--- src/rtl/act_pack_buf.sv ---
// Activation packer: assembles PACK_NUM activations into one word and queues words in a small FIFO.
// Optional ACT_PACK_DROP_CNT_EN adds a saturating dropped-word counter output drop_cnt_o.

module act_pack_lane #(
    parameter int ACT_BITS = 8
) (
    input  logic                clk,
    input  logic                rst,
    input  logic                wr,
    input  logic                clr,
    input  logic [ACT_BITS-1:0] din,
    output logic [ACT_BITS-1:0] nxt
);
    logic [ACT_BITS-1:0] q;

    // nxt includes this cycle's write so a completing lane lands in the committed word
    assign nxt = wr ? din : q;

    always_ff @(posedge clk or posedge rst) begin
        if (rst)      q <= '0;
        else if (clr) q <= '0;
        else if (wr)  q <= din;
    end
endmodule

module act_pack_buf #(
    parameter int ACT_BITS   = 8,
    parameter int PACK_NUM   = 16,
    parameter int FIFO_DEPTH = 4
) (
    input  logic                         clk,
    input  logic                         rst,
    input  logic [ACT_BITS-1:0]          acc_i,
    input  logic                         vld_i,
    input  logic                         flush_i,
    output logic [PACK_NUM*ACT_BITS-1:0] dout_o,
    output logic [PACK_NUM-1:0]          byte_en_o,
    output logic                         vld_o,
    input  logic                         rdy_i,
    output logic                         ovf_o,
`ifdef ACT_PACK_DROP_CNT_EN
    output logic [15:0]                  drop_cnt_o,
`endif
    output logic                         busy_o
);
    localparam int W  = PACK_NUM * ACT_BITS;
    localparam int CW = (PACK_NUM > 1) ? $clog2(PACK_NUM) : 1;
    localparam int AW = $clog2(FIFO_DEPTH);

    typedef struct packed {
        logic [W-1:0]        data;
        logic [PACK_NUM-1:0] be;
    } word_t;

    logic [CW-1:0]                          cnt;
    logic [CW:0]                            filled;
    logic [PACK_NUM-1:0][ACT_BITS-1:0]      asm_nxt;
    logic [PACK_NUM-1:0]                    lane_be;
    logic                                   commit, last_lane;
    word_t                                  fifo_mem [FIFO_DEPTH];
    logic [AW:0]                            wr_ptr, rd_ptr;
    logic                                   empty, full, pop, push, drop;

    assign last_lane = vld_i && (cnt == CW'(PACK_NUM - 1));
    assign filled    = {1'b0, cnt} + (CW+1)'(vld_i);
    // A flush with nothing held and no same-cycle byte leaves filled at 0 and does nothing
    assign commit    = last_lane || (flush_i && (filled != '0));

    assign empty = (wr_ptr == rd_ptr);
    assign full  = (wr_ptr[AW] != rd_ptr[AW]) && (wr_ptr[AW-1:0] == rd_ptr[AW-1:0]);
    assign pop   = !empty && rdy_i;
    assign push  = commit && (!full || pop);
    assign drop  = commit && full && !pop;

    for (genvar k = 0; k < PACK_NUM; k++) begin : g_lane
        act_pack_lane #(.ACT_BITS(ACT_BITS)) u_lane (
            .clk (clk),
            .rst (rst),
            .wr  (vld_i && (cnt == CW'(k))),
            .clr (commit),
            .din (acc_i),
            .nxt (asm_nxt[k])
        );
        assign lane_be[k] = ((CW+1)'(k) < filled);
    end

    always_ff @(posedge clk or posedge rst) begin
        if (rst) begin
            cnt    <= '0;
            wr_ptr <= '0;
            rd_ptr <= '0;
            ovf_o  <= 1'b0;
        end else begin
            if (commit)     cnt <= '0;
            else if (vld_i) cnt <= cnt + 1'b1;
            if (push) wr_ptr <= wr_ptr + 1'b1;
            if (pop)  rd_ptr <= rd_ptr + 1'b1;
            if (drop) ovf_o  <= 1'b1;
        end
    end

    // Storage needs no reset: the head is masked to zero whenever the FIFO is empty
    always_ff @(posedge clk) begin
        if (push && !rst)
            fifo_mem[wr_ptr[AW-1:0]] <= '{data: asm_nxt, be: lane_be};
    end

`ifdef ACT_PACK_DROP_CNT_EN
    always_ff @(posedge clk or posedge rst) begin
        if (rst)                              drop_cnt_o <= '0;
        else if (drop && drop_cnt_o != '1)    drop_cnt_o <= drop_cnt_o + 1'b1;
    end
`endif

    assign vld_o     = !empty;
    assign dout_o    = empty ? '0 : fifo_mem[rd_ptr[AW-1:0]].data;
    assign byte_en_o = empty ? '0 : fifo_mem[rd_ptr[AW-1:0]].be;
    assign busy_o    = (cnt != '0) || !empty;
endmodule

--- config.mk ---
export PLATFORM = sky130hd
export DESIGN_NAME = act_pack_buf
export DESIGN_NICKNAME = d
export VERILOG_FILES = /design/src/rtl/act_pack_buf.sv
export SDC_FILE = /design/constraint.sdc
export NUM_CORES = 1
export LEC_CHECK = 0
export BUFFER_PORTS_ARGS = -buffer_cell sky130_fd_sc_hd__buf_2
export CAP_MARGIN = 10
export CORE_ASPECT_RATIO = 0.9
export CORE_UTILIZATION = 37
export CTS_BUF_LIST = sky130_fd_sc_hd__clkbuf_16
export DETAILED_ROUTE_END_ITERATION = 8
export GPL_TIMING_DRIVEN = 0
export HOLD_SLACK_MARGIN = 0.05
export PLACE_DENSITY_LB_ADDON = 0.08
export SLEW_MARGIN = 0
export SYNTH_ARGS = -nofsm -noshare
export SYNTH_HDL_FRONTEND = slang
export SYNTH_SLANG_ARGS = --single-unit
--- constraint.sdc ---
create_clock -name clk -period 14.5 [get_ports clk]
set_clock_uncertainty 0.05 [all_clocks]
set_input_delay 0.725 -clock clk [delete_from_list [all_inputs] [get_ports clk]]
set_output_delay 0.725 -clock clk [all_outputs]
set_load 0.01 [all_outputs]
==> impl_results.md <==
- Hold Vio Cnt, Final: 0
- End point of the critical path: dout_o[83]
- CP Depth: 6
- CP max FO: 10
- Hold Path Class: input port to asynchronous set/reset pin
- Core area: 0.0764 sq mm
- Post-CTS Resized: 0
- Initial antenna violation count: 6
- Final Non-Filler Cells: 2896
- Clk_lat worst skew: 610 ps
- Rel. slew slack: 16.0%
- Vias after detailed routing: 14400
- Via density: 4.96
- Most used DFF post-synth: edfxtp_1
- Drt total wl: 69100 microns
- Share of the yosys chip area belonging to registers: 72.6%
- Global-route usage over all layers: 18.2%
- # nets final: 1830
- Ys async rst share: 19.4%
- Detail Route Antenna Nets: 0
- Worst slew pin tran: 1260 ps
- Most frequent cells in the layout: edfxtp_1, and2_1, buf_2, mux4_2, dfrtp_1
- Fmax: 254 MHz
- Met3 global-route usage: 2.96%
- Synth Area per Inst: 19.2 sq um
- Origin of the critical flop-to-flop path: cnt[0]
- Run status: completed
- RD Place Congestion: 0.739
- Reg-to-reg slack, setup: 10600 ps
- H-tree Lvls: 3
- Final Critical Period: 3930 ps
- Boundary pin count: 160
- Num CTS Buffers: 75
- Worst VDD drop: 0.111 mV
- # port buffers: 159
- Synth top area cells: edfxtp_1, dfrtp_1, mux4_2, and2_1, mux2_2
- Post-DP HPWL: 46000 microns
- P_leak: 12.8 nW
- Kind of critical path: register to primary output
- CTS Sinks: 715
- Area Overhead vs Synth: 19.4%
- Vias in the first global route: 15100
- Crit. End Element: primary output
- Setup Buffers After CTS: 0
- Cells after synthesis: 1490
- Final period util: 27.1%
- Buf/Inv on CP: 3
- Area leader, netlist: edfxtp_1
- Syn_nets: 1514
- Post-synth top area share: 60.5%
- CP Launch Point: wr_ptr[2]
- Mapped Area: 0.0286 sq mm
- Mux contribution to synthesized area: 16.2%
- Post-synth EDFFs: 576
- TritonCTS clock tree: yes
- Final Slew Violations: 0
- Startpoint Class: register
- Gr ovfl total: 0
- CP arrival: 3160 ps
- Placed cells: 2758
- Critical path cell sequence: xor2_1 > nand3b_1 > clkbuf_2 > clkbuf_1 > and2_1 > buf_2
- Die Wd: 295 microns
- Ys Warns: 0
- 1st-pass router iterations: 5
- GR peak layer: met2
- Flops & latches, synth: 715
- Simple-gate area share of the yosys netlist: 7.87%
- Layout cells sized above 1: 36.7%
- Unrepaired setup endpoints after global routing: false
- XOR/XNOR Fraction of Synth Area: 0.337%
- Total power: 6.98 mW
- Global routing usage on met1: 25.7%
- Met2 GRT Util: 29.4%
- Routed len/inst: 23.8 microns
- Layout fillers: 6772
- Library cells used by synthesis: 51
- Die area: 0.0784 sq mm
- Max incr delay on CP: 700 ps
- Largest net degree at the start of global routing: 89
- Reg area: 0.0208 sq mm
- R2R depth: 14
- Initial drt markers: 997
- Die Y: 266 microns
- Core Rows: 96
- Synth Area in Compound Gates: 0.796%
- Final hold slack: 133 ps
- R2r endpoint: fifo_mem[2][65]
- PwrDens: 204 mW/mm^2
- Adder-Cell Fraction of Synth Area: 0.481%
- Main combinational cell family by area after synthesis: multiplexers
- Commonest non-fill, non-tap cell in the layout: edfxtp_1
- Maxcap violations: 0
- Clock root buffer: clkbuf_16
- WP data required: 13730 ps
- Initial Utilization: 37.4%
- Clk slew on worst S/H paths: 60 ps
- CP max stage cell: clkbuf_2
- Setup violations, final: 0
- Clock Tree Buf Depth: 3
- Residual DRC: 0
- Footprint of the multi-input gates: 0.00736 sq mm
- First-pass GRT wire length: 103000 microns
- Cts hold-fix bufs: 0
- Family with the most delay on the worst path: buffers and inverters
[registers in the layout (all words and copies together), names as in the netlist]
name             count
rd_ptr               3
wr_ptr               3
cnt                  4
fifo_mem           576
ovf_o                1
g_lane.u_lane.q    128
[layout make-up]
type,count,share of cell area (%)
multi-input combinational,681,21.6
buffer,84,1.33
inverter,10,0.132
tap,1029,3.77
clock buffer,78,5.72
antenna,1,0.00733
clock inverter,59,1.53
timing repair buffer,239,5.10
sequential,715,60.8
[stage by stage]
step | TNS, ps | cell area [sq um] | utilization (%) | setup WS, ps
floorplan | 0 | 28600 | - | 1390
global placement | -5985190 | 30700 | 40.2 | -10480
detailed placement | 0 | 31700 | 41.5 | 10150
CTS | 0 | 34100 | 44.7 | 10460
global route | 0 | 34100 | 44.7 | 10290
finish | 0 | 34100 | 44.7 | 10570
[Yosys cell counts, drive strengths merged (2+ instances only)]
cell	instances
clkbuf	41
a21oi	10
nand3	9
nor2	18
nor3b	4
or3	2
xnor2	9
mux4	144
o21ai	9
edfxtp	576
nand2	38
or2	3
o2bb2ai	2
nor3	3
inv	10
dfrtp	139
o22a	2
nand4	6
and3	3
mux2	122
xor2	2
and2	268
ha	11
buf	43
[kinds of logic after synthesis]
family	after synthesis
AO/OA/AOI/OAI	32
XOR/XNOR	11
adder cells (fa/ha/maj)	11
buffers and inverters	94
flip-flops	715
multiplexers	267
AND/OR/NAND/NOR	360
[worst min-delay path by stage]
stage / from / slack, ps / to
after floorplan: g_lane[15].u_lane.q[0] / 400 / g_lane[15].u_lane.q[0]
after global placement: g_lane[15].u_lane.q[7] / 420 / g_lane[15].u_lane.q[7]
after detailed placement: g_lane[15].u_lane.q[1] / 420 / g_lane[15].u_lane.q[1]
after CTS: rst / 130 / rd_ptr[1]
after global routing: rst / 150 / rd_ptr[1]
final: rst / 130 / rd_ptr[1]
[metal layers]
layer  routed length [microns]  up-vias
met5                         0        -
met4                      1530        0
met3                      3050      103
met2                     33500      310
met1                     31000     7592
li1                          -     6358
[power by group]
group          switching (mW)  total, mW  internal [mW]
registers              0.0593       2.59           2.53
logic                    1.38       2.46           1.07
clock network           0.783       1.93           1.15
No activity file was read; power rests on OpenSTA's default activity.
